**src/rtl/matrix_frame_capture_if.sv**
```systemverilog
// Matrix serial-drive pins plus the frame read port, shared by the driver side (master)
// and the capture block (slave).
interface matrix_frame_capture_if #(
  parameter int COLS   = 16,
  parameter int ROWS   = 16,
  parameter int FCNT_W = 8
);
  localparam int RW = $clog2(ROWS);

  logic              cclk;
  logic              csdi;
  logic              le;
  logic              rclk;
  logic              rsdi;
  logic              oeb;
  logic [RW-1:0]     rd_row;
  logic [COLS-1:0]   rd_data;
  logic              frame_done;
  logic [FCNT_W-1:0] frame_count;
  logic              err;
  logic [FCNT_W-1:0] err_count;

  modport master (
    output cclk, csdi, le, rclk, rsdi, oeb, rd_row,
    input  rd_data, frame_done, frame_count, err, err_count
  );

  modport slave (
    input  cclk, csdi, le, rclk, rsdi, oeb, rd_row,
    output rd_data, frame_done, frame_count, err, err_count
  );
endinterface

```
**src/rtl/matrix_frame_capture.sv**
```systemverilog
// Receive-side model of the LED matrix serial drive: rebuilds rows into a double-buffered frame store.
// Define INPUT_SYNC_EN to put a two-flop synchroniser on the six matrix pins (event latency 3 instead of 1).
module matrix_frame_capture #(
  parameter int COLS   = 16,
  parameter int ROWS   = 16,
  parameter int FCNT_W = 8
) (
  input  logic                 clk,
  input  logic                 reset,
  matrix_frame_capture_if.slave bus
);
  localparam int RW = $clog2(ROWS);
  // Pin vector order {oeb, rsdi, rclk, le, csdi, cclk}; idle has oeb high.
  localparam logic [5:0] PIN_IDLE = 6'b100000;

  typedef enum logic {FILLING, SWAP} state_e;

  logic [5:0] rawPins;
  logic [5:0] pins;

  assign rawPins = {bus.oeb, bus.rsdi, bus.rclk, bus.le, bus.csdi, bus.cclk};

`ifdef INPUT_SYNC_EN
  logic [5:0] sync1_q;
  logic [5:0] sync2_q;

  always_ff @(posedge clk or posedge reset) begin
    if (reset) begin
      sync1_q <= PIN_IDLE;
      sync2_q <= PIN_IDLE;
    end else begin
      sync1_q <= rawPins;
      sync2_q <= sync1_q;
    end
  end

  assign pins = sync2_q;
`else
  assign pins = rawPins;
`endif

  logic [3:0]        prev_q;
  logic [COLS-1:0]   colSr_q, colSr_d;
  logic [COLS-1:0]   colLat_q, colLat_d;
  logic [ROWS-1:0]   rowSr_q, rowSr_d;
  logic [ROWS-1:0]   rowMask_q, rowMask_d;
  logic [ROWS-1:0]   maskMerged;
  logic              capSel_q, capSel_d;
  state_e            state_q, state_d;
  logic              err_q, err_d;
  logic [FCNT_W-1:0] errCount_q, errCount_d;
  logic [FCNT_W-1:0] frameCount_q, frameCount_d;
  logic [COLS-1:0]   rdData_q;
  logic [COLS-1:0]   buf_q [2][ROWS];

  logic              cclkRise, leRise, rclkRise, oebFall;
  logic              rowOneHot;
  logic              wrEn;
  logic [RW-1:0]     wrIdx;

  assign cclkRise  = pins[0] & ~prev_q[0];
  assign leRise    = pins[2] & ~prev_q[1];
  assign rclkRise  = pins[3] & ~prev_q[2];
  assign oebFall   = ~pins[5] & prev_q[3];
  assign rowOneHot = (rowSr_q != '0) && ((rowSr_q & (rowSr_q - 1'b1)) == '0);
  assign maskMerged = rowMask_q | rowSr_q;

  always_comb begin
    wrIdx = '0;
    for (int i = 0; i < ROWS; i++) begin
      if (rowSr_q[i]) wrIdx = RW'(i);
    end
  end

  // Latch and commit always see the pre-event shift registers, so same-cycle edges use old data.
  always_comb begin
    colSr_d      = colSr_q;
    colLat_d     = colLat_q;
    rowSr_d      = rowSr_q;
    rowMask_d    = rowMask_q;
    capSel_d     = capSel_q;
    state_d      = FILLING;
    err_d        = 1'b0;
    errCount_d   = errCount_q;
    frameCount_d = frameCount_q;
    wrEn         = 1'b0;

    if (cclkRise) colSr_d = {colSr_q[COLS-2:0], pins[1]};
    if (leRise)   colLat_d = colSr_q;
    if (rclkRise) rowSr_d = {rowSr_q[ROWS-2:0], pins[4]};

    if (oebFall) begin
      if (rowOneHot) begin
        wrEn      = 1'b1;
        rowMask_d = maskMerged;
        if (&maskMerged) begin
          rowMask_d    = '0;
          capSel_d     = ~capSel_q;
          state_d      = SWAP;
          frameCount_d = frameCount_q + 1'b1;
        end
      end else begin
        err_d = 1'b1;
        if (~&errCount_q) errCount_d = errCount_q + 1'b1;
      end
    end
  end

  // Reads use the pre-swap display select, so a new frame shows from the following read on.
  always_ff @(posedge clk or posedge reset) begin
    if (reset) begin
      prev_q       <= 4'b1000;
      colSr_q      <= '0;
      colLat_q     <= '0;
      rowSr_q      <= '0;
      rowMask_q    <= '0;
      capSel_q     <= 1'b0;
      state_q      <= FILLING;
      err_q        <= 1'b0;
      errCount_q   <= '0;
      frameCount_q <= '0;
      rdData_q     <= '0;
      for (int b = 0; b < 2; b++) begin
        for (int r = 0; r < ROWS; r++) begin
          buf_q[b][r] <= '0;
        end
      end
    end else begin
      prev_q       <= {pins[5], pins[3], pins[2], pins[0]};
      colSr_q      <= colSr_d;
      colLat_q     <= colLat_d;
      rowSr_q      <= rowSr_d;
      rowMask_q    <= rowMask_d;
      capSel_q     <= capSel_d;
      state_q      <= state_d;
      err_q        <= err_d;
      errCount_q   <= errCount_d;
      frameCount_q <= frameCount_d;
      if (wrEn) buf_q[capSel_q][wrIdx] <= colLat_q;
      rdData_q     <= buf_q[~capSel_q][bus.rd_row];
    end
  end

  assign bus.rd_data     = rdData_q;
  assign bus.frame_done  = (state_q == SWAP);
  assign bus.frame_count = frameCount_q;
  assign bus.err         = err_q;
  assign bus.err_count   = errCount_q;
endmodule

```
**src/flat_wrapper.sv**
```systemverilog
// flat-port wrapper written by rule: the top's interface ports become plain ports
module matrix_frame_capture_flat 
#(
  parameter int COLS   = 16,
  parameter int ROWS   = 16,
  parameter int FCNT_W = 8
)
  (clk, reset, bus_cclk, bus_csdi, bus_le, bus_rclk, bus_rsdi, bus_oeb, bus_rd_row, bus_rd_data, bus_frame_done, bus_frame_count, bus_err, bus_err_count);
  matrix_frame_capture_if #(.COLS(COLS), .ROWS(ROWS), .FCNT_W(FCNT_W)) bus_i ();
  input  logic clk;
  input  logic reset;
  input wire logic [$bits(bus_i.cclk)-1:0] bus_cclk;
  input wire logic [$bits(bus_i.csdi)-1:0] bus_csdi;
  input wire logic [$bits(bus_i.le)-1:0] bus_le;
  input wire logic [$bits(bus_i.rclk)-1:0] bus_rclk;
  input wire logic [$bits(bus_i.rsdi)-1:0] bus_rsdi;
  input wire logic [$bits(bus_i.oeb)-1:0] bus_oeb;
  input wire logic [$bits(bus_i.rd_row)-1:0] bus_rd_row;
  output wire logic [$bits(bus_i.rd_data)-1:0] bus_rd_data;
  output wire logic [$bits(bus_i.frame_done)-1:0] bus_frame_done;
  output wire logic [$bits(bus_i.frame_count)-1:0] bus_frame_count;
  output wire logic [$bits(bus_i.err)-1:0] bus_err;
  output wire logic [$bits(bus_i.err_count)-1:0] bus_err_count;
  assign bus_i.cclk = bus_cclk;
  assign bus_i.csdi = bus_csdi;
  assign bus_i.le = bus_le;
  assign bus_i.rclk = bus_rclk;
  assign bus_i.rsdi = bus_rsdi;
  assign bus_i.oeb = bus_oeb;
  assign bus_i.rd_row = bus_rd_row;
  assign bus_rd_data = bus_i.rd_data;
  assign bus_frame_done = bus_i.frame_done;
  assign bus_frame_count = bus_i.frame_count;
  assign bus_err = bus_i.err;
  assign bus_err_count = bus_i.err_count;
  matrix_frame_capture #(.COLS(COLS), .ROWS(ROWS), .FCNT_W(FCNT_W)) u_core (.clk(clk), .reset(reset), .bus(bus_i));
endmodule
```
**config.mk**
```make
export PLATFORM = sky130hd
export DESIGN_NAME = matrix_frame_capture_flat
export DESIGN_NICKNAME = d
export VERILOG_FILES = /design/src/rtl/matrix_frame_capture_if.sv /design/src/rtl/matrix_frame_capture.sv /design/src/flat_wrapper.sv
export SDC_FILE = /design/constraint.sdc
export NUM_CORES = 1
export LEC_CHECK = 0
export ABC_AREA = 1
export CELL_PAD_IN_SITES_DETAIL_PLACEMENT = 0
export CELL_PAD_IN_SITES_GLOBAL_PLACEMENT = 1
export CORE_MARGIN = 3
export CORE_UTILIZATION = 48
export DETAILED_ROUTE_END_ITERATION = 8
export PLACE_DENSITY_LB_ADDON = 0.1
export SYNTH_ARGS = -nofsm -noshare
export SYNTH_HDL_FRONTEND = slang
export SYNTH_SLANG_ARGS = --single-unit
```
**constraint.sdc**
```tcl
create_clock -name clk -period 26.1 [get_ports clk]
set_input_delay 2.61 -clock clk [delete_from_list [all_inputs] [get_ports clk]]
set_output_delay 2.61 -clock clk [all_outputs]
set_load 0.05 [all_outputs]
```
---- Word-level counts from Yosys, hierarchy flattened ----
Index checks and enable logic that the tools add are counted.
storage, ports and cells
  flip-flop bits (word level) ............. 615
  bits in latches ......................... 0
  RAM bits ................................ 0
  memory bits (read-only) ................. 0
  input port bits ......................... 12
  output and inout bits ................... 34
  logic and storage cells ................. 113
  memories ................................ 0
cells by class
  add/subtract/negate cells ............... 3
  multipliers ............................. 0
  div/mod/pow operators ................... 0
  $lt $le $gt $ge ......................... 6
  eq/ne operators ......................... 0
  shift operators ......................... 0
  muxes and demuxes ....................... 34
  bitwise gates (word level) .............. 17
  reductions and logical operators ........ 10
operators with widths
  operator               number
  $mux 256               4
  $bwmux 512             1
  $demux 256 s1          1
  $bmux 16 s4            1
  $demux 16 s4           1
  $mux 16                4
  $mux 4                 14
  $reduce_and 18->1      1
  $add 8x1->8 const B    2
  $and 16x16->16         1
  $logic_not 16->1       1
  $or 16x16->16          1
  $reduce_and 16->1      1
  $reduce_bool 16->1     1
  $sub 16x1->16 const B  1
  $ge 5x5->1 const B     2
  $not 4->5              2
  $mux 1                 8
  $reduce_and 8->1       1
  $not 1->1              7
  $lt 5x1->1 const B     1
  $and 1x1->1            4
  $ge 2x2->1 const B     2
  $not 1->2              2
  4 further kinds        6

---- Logic depth before layout (Yosys ltp) ----
Gate-level depths: netlist (run 1).
  depth after elaboration ................. 23
  depth in mapped cells ................... 19
  gate-level depth less buffers ........... 18

---- Least setup slack after synthesis (run 1) ----
OpenSTA, ideal clock, no wires.
  path kind ............................... input-to-reg
  start point ............................. in bus_oeb
  end point ............................... reg u_core.buf_q[351] (netlist name)
  setup time .............................. 0.122 ns
  arrival time ............................ 3.825 ns
  required time ........................... 25.978 ns
  slack ................................... 22.154 ns
  stages on the path ...................... 8
  buffers on the path ..................... 2
  path through ............................ nor2_1 > nand4_4 > nor2_4 > inv_4 > buf_2 > buf_2 > o21bai_1 > nand2_1
between the ends
  cells in the longest elaborated chain, start to end .. 3
ends and longest elaborated chain
  element                          RTL line                     source
  from (decl)                      flat_wrapper.sv:17           input wire logic [$bits(bus_i.oeb)-1:0] bus_oeb;
  $not 1->1                        matrix_frame_capture.sv:64   assign oebFall = ~pins[5] & prev_q[3];
  $and 1x1->1                      matrix_frame_capture.sv:64
  $mux 1                           matrix_frame_capture.sv:92   if (oebFall) begin
  to (signal, indexed assignment)  matrix_frame_capture.sv:139  if (wrEn) buf_q[capSel_q][wrIdx] <= colLat_q;
  to (decl)                        matrix_frame_capture.sv:54   logic [COLS-1:0] buf_q [2][ROWS];
No other way between the ends.
A chain may end at the register's enable or synchronous reset.

---- Final worst setup path (run 1) ----
  start point ............................. in bus_oeb
  end point ............................... reg u_core.buf_q[324] (netlist name)
Same word-level chain as after synthesis.

==> results.md, run 1 <==
- Cells after Synth: 3557
- Final slew viol count: 0
- FILL cells: between 5000 and 6000
- # setup viols final: 0
- Status: finished, final reports clean
- Largest area contributor in the netlist: dfrtp_1
- Starting Density: 48.6%
- F_max: about 0.18 GHz
- Reg2Reg Setup Slack: 21.63 ns
- R2r worst-path depth: 13
- Area of the mapped netlist: slightly below 30000 µm²
- Number of DRC markers in iteration 0: around 2800
- Total Wirelength: 95100 µm
- Min-delay src: u_core.buf_q[68]$_DFFE_PP0P_
- DRC: 0
- Layout cell share with drive strength beyond 1: 5.84%
- CTS tree: done
- CTS Root Cell: clkbuf_16
- Most numerous cell in the Yosys netlist: nand2_1
- Leak pwr: 15.2 nW
- Mapped Nets: ~3600
- CP Launch Type: primary input
- Final Power: ~2.8 mW
- Final setup TNS: 0 ns
- CTS buffer count: between 70 and 80
- PortBufs: 45
- Main synth FF type: dfrtp_1
- Final worst setup slack: 20.40 ns
- Crit. End Element: flip-flop
- RSZ-0062 raised after global routing: no
- Synth top cells by count: nand2_1, dfrtp_1, o21ai_0
- IO Count: 46
- RD Place Congestion: 0.840
- Worst Path Required: 26.62 ns
- Post-DP HPWL: 54100 µm
- Max-cap violations: 0
- Longest Clk Path Bufs: 3
- Worst Max-Slew Pin Slew: around 1.3 ns
- Reg2Reg Launch Point: u_core.rowSr_q[6]$_DFFE_PP0P_
- Pwr dens: 85.9 nW/µm²
- Top-area cell type share of the netlist area: 52.3%
- First-pass GRT wire length: between 100000 and 150000 µm
- CORE AREA: approximately 60000 µm²
- Die area: 64200 µm²
- N_diodes: 0
- HP Class: reg2reg
- Yosys reg bits: 615
- Total number of vias: 25498
- Seq/Total Area, Yosys: 52.4%
- Die H: 253 µm
- Row cnt: 90
- Pre-CTS WS: 19.69 ns
- Yosys warns: 0
- Asr flop ratio synth: 100%
- Resized Gates After CTS: 0
- Synth unique cells: 42
- Post-DRT Antenna Nets: 0
- DR vias/cell: around 6
- Die X: 253 µm
- Max Clock Skew: roughly 0.032 ns
- Maximum VDD drop: 0.0713 mV
- Hold buffer count at cts: 0
- Setup crit end: u_core.buf_q[324]$_DFFE_PP0P_
- Largest net degree at the start of global routing: 159
- Synth-to-Final Area Change: 9.54%
- Global router's overall resource usage: about 30%
- CTS sink cnt: 615
- Clk slew on worst S/H paths: 0.05 ns
- Arrival time of the worst setup path: 6.22 ns
- Crit path from: bus_oeb
- Crit path max fanout: 85
- Endpoints failing hold: 0
- Worst-Skew Late Latency: 0.62 ns
- Avg WL per Cell: 22.4 µm
- Final global-route overflow total: 0
- Reg2reg end: u_core.buf_q[324]$_DFFE_PP0P_
- Initial antenna violation count: 2
- Drt first pass iters: 6
- Synth Area per Inst: 8.26 µm²
- Critical path type: in2reg
- Final Critical Period: 5.70 ns
- Post-CTS setup buffers: 0
- Post-synth EDFFs: 0
- Period Utilization, post-route: 21.8%
- Max-slew headroom: 15.3%
- Synth top area cells: dfrtp_1, o21ai_0, nand2_1
- Number of global-route vias before repair: between 20000 and 25000
- Nets: between 3000 and 4000
- H-tree depth: 3
==> state kept, by name, summed over array words and instances, names as in the netlist <==
name,flops
u_core.rowSr_q,16
u_core.bus.rd_data,16
u_core.prev_q,4
u_core.bus.err,1
u_core.bus.frame_count,8
u_core.colSr_q,16
u_core.rowMask_q,16
u_core.bus.err_count,8
u_core.colLat_q,16
u_core.capSel_q,1
u_core.buf_q,512
u_core.bus.frame_done,1
==> cell type report <==
cell class | count | area, µm² | area share [%]
Inverter | 208 | 803 | 2.50
Timing Repair Buffer | 102 | 883 | 2.75
Sequential cell | 615 | 15400 | 47.8
Clock inverter | 15 | 93.8 | 0.292
Multi-Input combinational cell | 2408 | 11800 | 36.8
Tap cell | 782 | 978 | 3.04
Clock buffer | 109 | 2190 | 6.79
==> cells by family after synthesis <==
kind of cell / after synthesis / synth area share [%]
AO/OA/AOI/OAI: 948 / 18.7
XOR/XNOR: 15 / 0.447
adder cells (fa/ha/maj): 2 / 0.0852
buffers and inverters: 534 / 7.43
flip-flops: 615 / 52.4
AND/OR/NAND/NOR: 1443 / 20.9
==> cell usage in the layout, fill, tap and decap left out, types with 3 or more instances in the layout <==
| master | Yosys | final |
|---|---|---|
| o22ai_1 | 5 | 5 |
| clkinv_2 | 0 | 12 |
| nand3_1 | 248 | 248 |
| inv_1 | 203 | 201 |
| xor2_1 | 9 | 9 |
| nor2_4 | 7 | 9 |
| a31oi_1 | 17 | 17 |
| a32oi_1 | 16 | 16 |
| o21ai_1 | 24 | 24 |
| o21ai_0 | 510 | 510 |
| o21a_1 | 12 | 12 |
| nand4_1 | 114 | 114 |
| nor2_2 | 9 | 12 |
| nor2_1 | 417 | 412 |
| clkbuf_16 | 0 | 76 |
| o21bai_1 | 96 | 96 |
| dfrtp_1 | 614 | 613 |
| a21oi_1 | 157 | 157 |
| clkbuf_8 | 0 | 16 |
| o211ai_1 | 13 | 13 |
| inv_4 | 2 | 3 |
| clkdlybuf4s50_1 | 0 | 43 |
| nand2_1 | 637 | 637 |
| buf_4 | 19 | 57 |
| xnor2_1 | 6 | 6 |
| o221ai_1 | 95 | 95 |
| clkbuf_1 | 229 | 17 |
==> worst max-delay path: stages <==
cell and delay [ns]:
clkdlybuf4s50_1 0.43, nor2_1 0.26, nand4_4 0.28, nor2_4 0.67, buf_4 0.59, buf_4 0.98, nand4_1 0.18, nand2_1 0.12
==> report_power, final <==
part	total (mW)	switching, mW	internal [mW]
Sequential	1.16	0.0792	1.08
Combinational	0.618	0.470	0.148
Clock	0.982	0.406	0.576
==> layer usage <==
metal / vias to the layer above / track usage, % / part of all wire [%] / wire, µm
met3: 131 / 5.46 / 8.5 / 8040
met2: 1032 / 46.4 / 45 / 43100
li1: 11679 / - / - / -
met5: - / 0 / 0.027 / 26
met1: 12652 / 43.6 / 44 / 42200
met4: 4 / 7.04 / 1.7 / 1630
==> worst min-delay path by stage <==
stage / slack [ns] / depth (start not counted) / to
after floorplan: 0.44 / 2 / u_core.buf_q[207]$_DFFE_PP0P_
after global placement: 0.46 / 2 / u_core.buf_q[74]$_DFFE_PP0P_
after detailed placement: 0.46 / 2 / u_core.buf_q[206]$_DFFE_PP0P_
after CTS: 0.48 / 2 / u_core.buf_q[206]$_DFFE_PP0P_
after global routing: 0.49 / 2 / u_core.buf_q[459]$_DFFE_PP0P_
final: 0.48 / 2 / u_core.buf_q[68]$_DFFE_PP0P_
==> metrics by stage <==
stage	hold slack, ns	utilization [%]	instance area, µm²	cells
finish	0.478	53.2	32200	4239
detailed placement	0.462	49.4	29900	4115
CTS	0.478	53.2	32200	4239
floorplan	0.444	-	29400	3557
global route	0.494	53.2	32200	4239
global placement	0.457	49.4	29900	4115
Note: power is estimated with default switching activity, not from simulation.
==> inputs of run 2 (changes only) <==
Settings changed: CORE_UTILIZATION 48 to 43.
Clock period 26.1 ns to 5.17 ns, I/O delays scaled along.
==> results.md, run 2 (same netlist as run 1, synthesis figures left out) <==
- Status: finished, final reports clean
- Largest net degree at the start of global routing: approximately 150
- Critical path's largest stage delay: 0.60 ns
- Number of DRC markers in iteration 0: 2316
- Max-cap violations: 0
- Leak pwr: around 15 nW
- Maximum VDD drop: 0.313 mV
- Pre-CTS WS: 1.43 ns
- Top Family by Delay on Critical Path: buffers and inverters
- Final Power: 14.3 mW
- Starting Density: a little over two fifths
- CTS tree: done
- Worst-Skew Late Latency: 0.61 ns
- Hold buffer count at cts: 0
- CORE AREA: 67400 µm²
- Longest Clk Path Bufs: 3
- Multi-input logic area: 11800 µm²
- Die X: 267 µm
- Worst Path Required: 5.64 ns
- Worst hold path cell count: 1
- Most common cell after layout, fill and taps aside: nand2_1
- Crit-path cells: nor2_1 -> nand2_1 -> nor2_1 -> inv_1 -> nor2_2 -> buf_4 -> inv_1 -> nor3_4 -> buf_4 -> inv_1 -> o21ai_0 -> nand2_1
- Max reg flops: 512
- DR vias/cell: 5.85
- Row cnt: 95
- CP Launch Type: flip-flop
- Post-CTS setup buffers: 0
- WHS Endpoint: u_core.prev_q[3]$_DFF_PP1_
- Post-DP HPWL: 56700 µm
- Die area: 71500 µm²
- Endpoints failing hold: 0
- Critical path type: reg2reg
- Nets: 3442
- Worst Max-Slew Pin Slew: 1.23 ns
- Synth-to-Final Area Change: 11.4%
- CTS buffer count: 71
- Area after DPL: 30300 µm²
- Pwr dens: 436 nW/µm²
- Total Wirelength: between 90000 and 100000 µm
- Worst path most repeated cell: inv_1
- DRC: 0
- HP Class: in2reg
- Drt first pass iters: 5
- Register area: 15400 µm²
- Crit path max fanout: 37
- F_max: 0.265 GHz
- Reg2Reg Launch Point: u_core.rowSr_q[15]$_DFFE_PP0P_
- Final setup TNS: 0 ns
- Initial antenna violation count: 9
- Reg2Reg Setup Slack: 1.40 ns
- Buf+Inv Stages, Crit Path: 5
- Most frequent cells in the layout: nand2_1, dfrtp_1, o21ai_0
- # setup viols final: 0
- Post-DRT Antenna Nets: 0
- CTS sink cnt: ~600
- Avg WL per Cell: 22.1 µm
- Final global-route overflow total: 0
- CP max-delay cell: dfrtp_1
- Biggest register: u_core.buf_q
- RSZ-0062 raised after global routing: no
- Max Clock Skew: ~0.017 ns
- Die H: 267 µm
- Reg2reg end: u_core.buf_q[447]$_DFFE_PP0P_
- Layout cell share with drive strength beyond 1: under 10%
- Final worst setup slack: 1.40 ns
- CTS Root Cell: clkbuf_16
- First-pass GRT wire length: roughly 150000 µm
- PortBufs: 45
- H-tree depth: 3
- IO Count: 46
- Arrival time of the worst setup path: ~4.2 ns
- Final slew viol count: 0
- Period Utilization, post-route: between 70 and 80%
- Max-slew headroom: 18.1%
- Global router's overall resource usage: a little over a quarter
- Final Util: between 40% and 50%
- RD Place Congestion: 0.843
- Resized Gates After CTS: 0
- R2r worst-path depth: 12
- Crit. End Element: flip-flop
- Final Instance Area: 32700 µm²
- Final Critical Period: 3.77 ns
- Clk slew on worst S/H paths: approximately 0.060 ns
- Total number of vias: 25487
- Number of global-route vias before repair: 25004
- Min-delay src: bus_oeb
- FILL cells: about 6400
-- run 2: cell count changes in the layout (fill, tap and decap cells not counted), sizes merged, moves of 4 or more --
cell and change:
buf +22, bufinv +5, clkbuf +4, clkinv -4
-- run 2: per-layer routing --
| layer | GRT usage (%) | wire length [µm] |
|---|---|---|
| met5 | 0 | 62 |
| met4 | 6.99 | 1890 |
| met3 | 6.12 | 7610 |
| met2 | 41.5 | 42700 |
| met1 | 39.6 | 44200 |
-- run 2: worst max path at each step --
stage                                    from                       endpoint  depth (start not counted)
3_5_place_dp   u_core.rowSr_q[15]$_DFFE_PP0P_  u_core.buf_q[187]$_DFFE_PP0P_                         12
6_report       u_core.rowSr_q[15]$_DFFE_PP0P_  u_core.buf_q[447]$_DFFE_PP0P_                         12
4_1_cts        u_core.rowSr_q[15]$_DFFE_PP0P_  u_core.buf_q[187]$_DFFE_PP0P_                         12
3_3_place_gp   u_core.rowSr_q[15]$_DFFE_PP0P_  u_core.buf_q[447]$_DFFE_PP0P_                         12
5_1_grt        u_core.rowSr_q[15]$_DFFE_PP0P_  u_core.buf_q[317]$_DFFE_PP0P_                         10
2_1_floorplan                           reset    u_core.buf_q[0]$_DFFE_PP0P_                          1
-- run 2: cell type report --
class	count	share of cell area [%]
repair buffers	124	3.51
clock inverters	16	0.696
diodes	1	0.00765
well taps	873	3.34
multi-input cells	2408	36.2
inverters	208	2.45
flip-flops and latches	615	47.1
clock buffers	113	6.75
-- run 2: where the power goes --
| group | switching (mW) | total, mW | internal (mW) |
|---|---|---|---|
| registers | 0.405 | 5.88 | 5.48 |
| logic | 2.37 | 3.15 | 0.782 |
| clock network | 2.06 | 5.24 | 3.18 |
-- run 2: per-stage QoR --
step | hold WS (ns) | std cells
6_report | 0.364 | 4358
5_1_grt | 0.362 | 4358
4_1_cts | 0.322 | 4357
3_5_place_dp | 0.461 | 4228
3_3_place_gp | 0.457 | 4228
2_1_floorplan | 0.444 | 3557
